==> src/rtl/fnv_pkg.sv <==
// Shared definitions for the FNV stream hasher: FSM states, FNV constants,
// and the shift tables that drive the shift-add multiplier.
package fnv_pkg;

    typedef enum logic [1:0] {
        ST_IDLE,
        ST_MUL,
        ST_DONE
    } fnv_state_t;

    localparam logic [31:0] FNV_OFFSET_32 = 32'h811C9DC5;
    localparam logic [63:0] FNV_OFFSET_64 = 64'hCBF29CE484222325;
    localparam logic [31:0] FNV_PRIME_32  = 32'h01000193;
    localparam logic [63:0] FNV_PRIME_64  = 64'h00000100000001B3;

    // Popcount of each prime, i.e. the number of multiply steps.
    localparam int P32 = 6;
    localparam int P64 = 7;

    // Positions of the set bits of each prime, ascending.
    localparam int unsigned SHIFT_32 [P32] = '{0, 1, 4, 7, 8, 24};
    localparam int unsigned SHIFT_64 [P64] = '{0, 1, 4, 5, 7, 8, 40};

    // Offset basis for the given hash width, zero-extended to 64 bits.
    function automatic logic [63:0] offset_basis(input int hash_w);
        return (hash_w == 64) ? FNV_OFFSET_64 : {32'h0, FNV_OFFSET_32};
    endfunction

    // Shift amount for multiply step idx; out-of-range steps contribute nothing.
    function automatic int unsigned prime_shift(input int hash_w, input int idx);
        if (hash_w == 64) begin
            return (idx < P64) ? SHIFT_64[idx] : 0;
        end
        return (idx < P32) ? SHIFT_32[idx] : 0;
    endfunction

endpackage

==> src/rtl/fnv_shift_add_mul.sv <==
// Serial multiplier by the FNV prime: one set bit of the prime per cycle.
// start loads the operand and clears the accumulator; done marks the final
// step, with product already holding the completed result that cycle.
module fnv_shift_add_mul
    import fnv_pkg::*;
#(
    parameter int HASH_W = 32
) (
    input  logic              clk,
    input  logic              reset,
    input  logic              abort,
    input  logic              start,
    input  logic [HASH_W-1:0] operand_in,
    output logic              done,
    output logic [HASH_W-1:0] product
);

    localparam int P = (HASH_W == 64) ? P64 : P32;

    logic [HASH_W-1:0] operand_q;
    logic [HASH_W-1:0] acc_q;
    logic [HASH_W-1:0] acc_next;
    logic [2:0]        step_q;
    logic              busy_q;

    // Next accumulator value: add the operand shifted to the current prime bit.
    always_comb begin
        acc_next = acc_q + (operand_q << prime_shift(HASH_W, int'(step_q)));
        done     = busy_q && (step_q == 3'(P - 1));
        product  = acc_next;
    end

    // Operand, accumulator and step counter; reset outranks abort outranks start.
    // NOTE: state registers use non-blocking assignments so every flop samples
    // pre-edge values regardless of block evaluation order.
    always_ff @(posedge clk) begin
        if (reset) begin
            operand_q <= '0;
            acc_q     <= '0;
            step_q    <= '0;
            busy_q    <= 1'b0;
        end else if (abort) begin
            acc_q  <= '0;
            step_q <= '0;
            busy_q <= 1'b0;
        end else if (start) begin
            operand_q <= operand_in;
            acc_q     <= '0;
            step_q    <= '0;
            busy_q    <= 1'b1;
        end else if (busy_q) begin
            acc_q <= acc_next;
            if (done) begin
                step_q <= '0;
                busy_q <= 1'b0;
            end else begin
                step_q <= step_q + 3'd1;
            end
        end
    end

endmodule

==> src/rtl/fnv_stream_hasher.sv <==
// Byte-stream FNV-1 / FNV-1a hasher with valid/ready handshakes on both sides.
// Optional byte counter enabled by defining FNV_BYTE_COUNT_EN; otherwise
// byte_count is tied to zero.
module fnv_stream_hasher
    import fnv_pkg::*;
#(
    parameter int HASH_W = 32,
    parameter bit FNV1A  = 1'b1
) (
    input  logic              clk,
    input  logic              reset,
    input  logic              clear,
    input  logic              in_valid,
    output logic              in_ready,
    input  logic [7:0]        in_data,
    input  logic              in_last,
    output logic              out_valid,
    input  logic              out_ready,
    output logic [HASH_W-1:0] out_hash,
    output logic [15:0]       byte_count
);

    localparam logic [HASH_W-1:0] OFFSET = HASH_W'(offset_basis(HASH_W));

    fnv_state_t        state_q;
    fnv_state_t        state_d;
    logic [HASH_W-1:0] hash_q;
    logic [HASH_W-1:0] mul_operand;
    logic [HASH_W-1:0] mul_product;
    logic [7:0]        byte_q;
    logic              last_q;
    logic              accept;
    logic              mul_done;
    logic              out_fire;

    // FNV-1a folds the byte in before the multiply, FNV-1 after it.
    assign mul_operand = FNV1A ? (hash_q ^ {{(HASH_W-8){1'b0}}, in_data}) : hash_q;
    assign out_hash    = hash_q;

    fnv_shift_add_mul #(
        .HASH_W (HASH_W)
    ) u_mul (
        .clk        (clk),
        .reset      (reset),
        .abort      (clear),
        .start      (accept),
        .operand_in (mul_operand),
        .done       (mul_done),
        .product    (mul_product)
    );

    // Next-state and handshake outputs; clear forces IDLE and blocks input.
    // NOTE: every output gets a default before the case so no latch is inferred.
    always_comb begin
        state_d   = state_q;
        in_ready  = 1'b0;
        out_valid = 1'b0;
        accept    = 1'b0;
        case (state_q)
            ST_IDLE: begin
                in_ready = !clear;
                if (in_valid && !clear) begin
                    accept  = 1'b1;
                    state_d = ST_MUL;
                end
            end
            ST_MUL: begin
                if (mul_done) begin
                    state_d = last_q ? ST_DONE : ST_IDLE;
                end
            end
            ST_DONE: begin
                out_valid = 1'b1;
                if (out_ready) begin
                    state_d = ST_IDLE;
                end
            end
            default: state_d = ST_IDLE;
        endcase
        if (clear) begin
            state_d = ST_IDLE;
        end
        out_fire = out_valid && out_ready;
    end

    // FSM state register.
    always_ff @(posedge clk) begin
        if (reset) begin
            state_q <= ST_IDLE;
        end else begin
            state_q <= state_d;
        end
    end

    // Running hash: restart on reset/clear/digest handoff, update after multiply.
    always_ff @(posedge clk) begin
        if (reset || clear || out_fire) begin
            hash_q <= OFFSET;
        end else if (state_q == ST_MUL && mul_done) begin
            hash_q <= FNV1A ? mul_product
                            : (mul_product ^ {{(HASH_W-8){1'b0}}, byte_q});
        end
    end

    // Latch the accepted byte and its last flag for use after the multiply.
    always_ff @(posedge clk) begin
        if (reset) begin
            byte_q <= '0;
            last_q <= 1'b0;
        end else if (accept) begin
            byte_q <= in_data;
            last_q <= in_last;
        end
    end

`ifdef FNV_BYTE_COUNT_EN
    logic [15:0] count_q;

    // Saturating count of bytes accepted in the current message.
    always_ff @(posedge clk) begin
        if (reset || clear || out_fire) begin
            count_q <= '0;
        end else if (accept && count_q != 16'hFFFF) begin
            count_q <= count_q + 16'd1;
        end
    end

    assign byte_count = count_q;
`else
    assign byte_count = '0;
`endif

endmodule

==> config.mk <==
export PLATFORM = sky130hd
export DESIGN_NAME = fnv_stream_hasher
export DESIGN_NICKNAME = d
export VERILOG_FILES = /design/src/rtl/fnv_pkg.sv /design/src/rtl/fnv_shift_add_mul.sv /design/src/rtl/fnv_stream_hasher.sv
export SDC_FILE = /design/constraint.sdc
export NUM_CORES = 1
export LEC_CHECK = 0
export CORE_MARGIN = 2
export CORE_UTILIZATION = 53
export CTS_CLUSTER_DIAMETER = 50
export DETAILED_ROUTE_END_ITERATION = 6
export PLACE_DENSITY = 0.77
export SKIP_CTS_REPAIR_TIMING = 1
export SKIP_LAST_GASP = 1
export SYNTH_ARGS = -nofsm -noshare
export SYNTH_HDL_FRONTEND = slang
export SYNTH_SLANG_ARGS = --single-unit
==> constraint.sdc <==
create_clock -name clk -period 4.8 [get_ports clk]
set_input_delay 0.96 -clock clk [delete_from_list [all_inputs] [get_ports clk]]
set_output_delay 0.96 -clock clk [all_outputs]
set_load 0.005 [all_outputs]
==> metrics.txt, run 1 <==
status=complete, no violations; critical path required time=5.04 ns; Post-Syn Area=7342 um2; Yosys top cell by area=dfxtp_1; Max Cap Viol=0; CP Capture Type=flop; GRT Residual Overflow=0; Worst-Skew Late Latency=0.36 ns; Arr. time, crit path=4.69 ns; crit start category=flop; compound-gate portion of the synthesized area=21.81%; post-detailed-route count of antenna-violating nets=0; io pins=64; wire per inst=17.71 um; Row Count=43; # DRC=0; Power Density=221.6 nW/um2; root buf cell=clkbuf_16; final net count=989; min Tclk post-route=4.448 ns; CTS H-tree lvls=3; initial core utilization=53.52%; core area=13720 um2; vias=6724; initial antenna violation count=0; CTS Sinks=103; CTS clk-pin slew, worst paths=0.07 ns; count leader, synth=nand2_1; Area Overhead vs Synth=9.390%; Die H=121.7 um; final-report max-slew violation count=0; Post-Synth Adder-Cell Area=6.237%; DP Wirelength=14.33 mm; Routed WL=19.91 mm; yosys warns=0; slew margin rel.=33.53%; Synth top cells by count=nand2_1 (132), dfxtp_1 (103), a21oi_1 (96), mux2i_1 (75), nor2_1 (72); Total Power=1780 uW; global-route wire length before repair=31.69 mm; Post-Synth XOR/XNOR Area=3.937%; worst-path fanout max=11; Pleak=0.003274 uW; Synth Register Bits=103; CTS buffer count=9; setup slack after layout=0.3519 ns; GP Congestion=0.9225; syn avg cell area=7.745 um2; Worst-Margin Slew=0.9970 ns; final number of hold-violating endpoints=0; largest cells by area after synthesis=dfxtp_1 (28%), mux2i_1 (10%), nand2_1 (6.7%); largest net degree at the start of global routing=69; type of the worst min-delay path=flop to flop; vias in the first global route=6112; Mapped Cells=948; fin crit share=92.67%; worst vdd ir=0.1502 mV; post-synthesis mux area share=11.61%; DR iter-0 viols=538; First-pass DRT Iterations=5; Post-synth EDFFs=0; Tot GR Track Use=27.27%; post-synth top area share=28.08%; # port buffers=47; Placement Setup Slack=0.2416 ns; detailed-route vias per instance=5.982; die footprint=14810 um2; CTS tree=yes; width of the die=121.7 um; Synth cell types=60; top_reg_cell synth=dfxtp_1; endpoints failing setup=0; Seq/Total Area, Yosys=28.08%; antenna fix cells=0; largest family of logic cells by synthesized area=compound AO/OA/AOI/OAI gates; fmax=0.2248 GHz; maximum clock path buffer count=2; Worst Skew=0.009339 ns; simple-gate portion of the synthesized area=20.19%; Post-synth ARST share=0%; layout cell share with drive strength beyond 1=7.203%; critical path type=flop to flop
cell usage in the layout, fill, tap and decap left out, drive strengths merged, types with 4 or more instances in the layout:
cell / count
nand2: 132
dfxtp: 103
a21oi: 96
mux2i: 75
nor2: 72
o21ai: 51
clkdlybuf4s50: 47
nand3: 35
ha: 35
nand2b: 23
xnor2: 22
a211oi: 22
buf: 21
nor3: 17
a21o: 16
conb: 16
o211ai: 14
xor2: 11
clkbuf: 11
mux2: 9
and3: 9
or3: 8
o22ai: 8
inv: 8
a31oi: 8
clkinv: 6
a31o: 6
o31ai: 5
nand3b: 5
and2: 5
nor2b: 5
a211o: 4
logic make-up after synthesis:
group,Yosys count
AND/OR/NAND/NOR,326
AO/OA/AOI/OAI,252
buffers and inverters,113
flip-flops,103
multiplexers,84
adder cells (fa/ha/maj),36
XOR/XNOR,33
other,1
power breakdown:
group / switching [uW] / internal [uW] / total (uW) / leakage [uW]
Clock: 340 / 384 / 724 / 0.000142
Sequential: 11.7 / 866 / 878 / 0.000835
Combinational: 113 / 65.2 / 178 / 0.00230
metrics by stage:
step           std cells  area [um2]  hold WS, ns  util [%]   TNS (ns)
3_3_place_gp        1106        7721       0.4471     56.28          0
5_1_grt             1124        8031       0.4916     58.54  -0.005828
4_1_cts             1122        8016       0.4609     58.43          0
3_5_place_dp        1106        7721       0.4499     56.28          0
6_report            1124        8031       0.4627     58.54          0
2_1_floorplan        963        7398       0.4360         -          0
registers in the layout, indices dropped and copies added (netlist names):
signal           flops
last_q               1
u_mul.acc_q         32
u_mul.busy_q         1
state_q              2
u_mul.operand_q     32
u_mul.step_q         3
out_hash            32
final timing paths:
kind	start	to	slack (ns)	depth (start not counted)
worst max-delay path	u_mul.step_q[1]	out_hash[29]	0.35	17
worst max register to register	u_mul.step_q[1]	out_hash[29]	0.35	17
worst min register to register	last_q	last_q	0.46	2
worst min-delay path	last_q	last_q	0.46	2
layout make-up:
class                      instances  area [um2]
inverter                          10       37.54
tap                              180       225.2
clock inverter                     5       42.54
timing repair buffer              68       640.6
fill                            1276        5688
clock buffer                      11       252.7
multi-input combinational        747        4768
sequential                       103        2064
routing by layer:
layer	global-route usage, %	vias to the layer above	part of all wire (%)
met4	8.261	0	2.6
met3	5.103	39	7.1
met5	0	-	0
met1	37.43	3124	44
li1	-	3311	-
met2	43.64	250	46
worst max-delay path: stages, from the launching register on:
cell and delay (ns):
dfxtp_2 0.38, ha_1 0.17, ha_1 0.17, a21boi_4 0.28, buf_4 0.23, mux2i_1 0.34, nand2b_1 0.19, o21ai_0 0.10
o22ai_1 0.26, ha_1 0.36, a211oi_2 0.27, o21ai_1 0.17, a221oi_2 0.30, o21bai_1 0.14, o21a_1 0.23, o211a_1 0.22
a2111oi_2 0.38, o31ai_1 0.13
No activity file was read; power rests on OpenSTA's default activity.
==> run 2: changes to the inputs <==
--- a/config.mk
+++ b/config.mk
@@ -5,13 +5,14 @@
 export SDC_FILE = /design/constraint.sdc
 export NUM_CORES = 1
 export LEC_CHECK = 0
-export CORE_MARGIN = 2
+export CORE_MARGIN = 1.5
 export CORE_UTILIZATION = 53
 export CTS_CLUSTER_DIAMETER = 50
 export DETAILED_ROUTE_END_ITERATION = 6
 export PLACE_DENSITY = 0.77
 export SKIP_CTS_REPAIR_TIMING = 1
 export SKIP_LAST_GASP = 1
+export SLEW_MARGIN = 20
 export SYNTH_ARGS = -nofsm -noshare
 export SYNTH_HDL_FRONTEND = slang
 export SYNTH_SLANG_ARGS = --single-unit
==> metrics.txt, run 2 (synthesis gave the netlist of run 1 again) <==
status=complete, no violations; most frequent cells in the layout=nand2_1 (132), dfxtp_1 (101), a21oi_1 (96); Hold EP=last_q; CP Capture Type=flop; commonest non-fill, non-tap cell in the layout=nand2_1; largest net degree at the start of global routing=69; RSZ-0062 raised after global routing=no; Row Count=42; capture point of the worst reg-to-reg path=out_hash[31]; type of the worst min-delay path=flop to flop; wire per inst=18.11 um; initial antenna violation count=0; maximum clock path buffer count=2; # port buffers=47; Arr. time, crit path=4.70 ns; Power Density=219.2 nW/um2; First-pass DRT Iterations=7; critical path type=flop to flop; die footprint=14570 um2; DP Wirelength=14.71 mm; Internal=1297 uW; root buf cell=clkbuf_16; core area=13400 um2; hold path depth=2; Area Overhead vs Synth=9.219%; initial core utilization=54.79%; GP Congestion=0.9746; Post-Layout Cell Count=1121; antenna fix cells=0; worst-path fanout max=27; fmax=0.2250 GHz; worst reg2reg path startpoint=u_mul.step_q[1]; CTS tree=yes; critical path's slowest cell=ha_1; CTS Sinks=103; vias in the first global route=6189; Fill cells=1237; FF-to-FF setup slack=0.35 ns; io pins=64; vias=6798; fin crit share=92.61%; critical path required time=5.05 ns; CP top delay family=compound AO/OA/AOI/OAI gates; Psw=460.9 uW; Tot GR Track Use=28.27%; sequential share of power=50.1%; layout cell share with drive strength beyond 1=7.196%; min Tclk post-route=4.445 ns; global-route wire length before repair=32.12 mm; final net count=991; crit start category=flop; GRT Residual Overflow=0; Max Cap Viol=0; critical path cell sequence=ha_1 > ha_1 > a21boi_4 > buf_12 > mux2i_1 > a21oi_1 > a21oi_1 > o21ai_0 > ha_1 > o211ai_1 > nor2_1 > o211ai_1 > a211oi_1 > o21ai_0 > a21oi_1 > nor3b_1 > nor3_1; Pleak=0.003274 uW; Max stage delay on crit path=0.45 ns; post-detailed-route count of antenna-violating nets=0; worst vdd ir=0.1675 mV; final number of hold-violating endpoints=0; Min-Delay Startpoint=last_q; Sw Share=26.21%; # DRC=0; DR iter-0 viols=550; Comb pwr share=10.3%; Worst-Skew Late Latency=0.37 ns; dpl cells=1106; Clk pwr share=39.6%; CTS buffer count=9; CTS H-tree lvls=3; Routed WL=20.30 mm; Worst-Margin Slew=1.046 ns; final-report max-slew violation count=0; endpoints failing setup=0; r2r worst-path depth=17; CTS clk-pin slew, worst paths=0.07 ns; Die H=120.7 um; Worst Skew=0.01028 ns; width of the die=120.7 um; Critical path buffers and inverters=1; slew margin rel.=30.11%; detailed-route vias per instance=6.064; setup_tns=0 ns
-- run 2: changes by cell type in the layout (fill, tap and decap cells not counted), sizes merged --
cell,previous run,this run
buf,21,23
clkinv,6,4
inv,8,9
-- run 2: worst max path at each step --
stage | startpoint | endpoint | slack (ns) | cells past startpoint
after floorplan | u_mul.step_q[2] | out_hash[28] | 0.20 | 22
after global placement | u_mul.step_q[1] | out_hash[30] | 0.52 | 17
final | u_mul.step_q[1] | out_hash[31] | 0.35 | 17
after detailed placement | u_mul.step_q[1] | out_hash[28] | 0.48 | 17
after global routing | u_mul.step_q[1] | out_hash[30] | 0.09 | 17
after CTS | u_mul.step_q[1] | out_hash[30] | 0.45 | 17
-- run 2: per-stage QoR --
step           total power, uW  setup slack [ns]  hold slack (ns)  instance area, um2  utilization, %
2_1_floorplan             1024            0.1999           0.4360                7398               -
3_3_place_gp              1074            0.5168           0.4531                7746           57.81
3_5_place_dp              1075            0.4841           0.4586                7746           57.81
4_1_cts                   1765            0.4463           0.4698                8019           59.84
5_1_grt                   1824           0.08617           0.4867                8019           59.84
6_report                  1758            0.3546           0.4663                8019           59.84
-- run 2: area by class of cell --
cell class | instances | area, um2 | share of cell area [%]
multi-input combinational | 747 | 4768 | 59.46
sequential | 103 | 2064 | 25.75
timing repair buffer | 70 | 655.6 | 8.176
clock buffer | 11 | 242.7 | 3.027
tap | 176 | 220.2 | 2.746
inverter | 10 | 37.54 | 0.4681
clock inverter | 4 | 30.03 | 0.3745
-- run 2: power groups by stage --
| stage | registers, uW | logic, uW | clock network (uW) |
|---|---|---|---|
| after floorplan | 893 | 131 | 0 |
| after global placement | 899 | 174 | 0 |
| after detailed placement | 900 | 176 | 0 |
| after CTS | 880 | 177 | 708 |
| after global routing | 882 | 195 | 748 |
| final | 881 | 180 | 697 |
-- run 2: worst reg2reg max path, delay by kind of cell (launching register included) --
family / cells / cell delay, ns
simple gates: 3 / 0.51
compound gates: 9 / 2.16
buf+inv: 1 / 0.25
flops: 1 / 0.37
mux: 1 / 0.26
fa+ha+maj: 3 / 0.78
-- run 2: per-layer routing --
metal,global-route usage [%],vias up,share of wire (%)
li1,-,3307,-
met1,37.97,3187,45
met2,43.18,247,44
met3,5.660,57,6.6
met4,13.82,0,4.3
met5,0,-,0
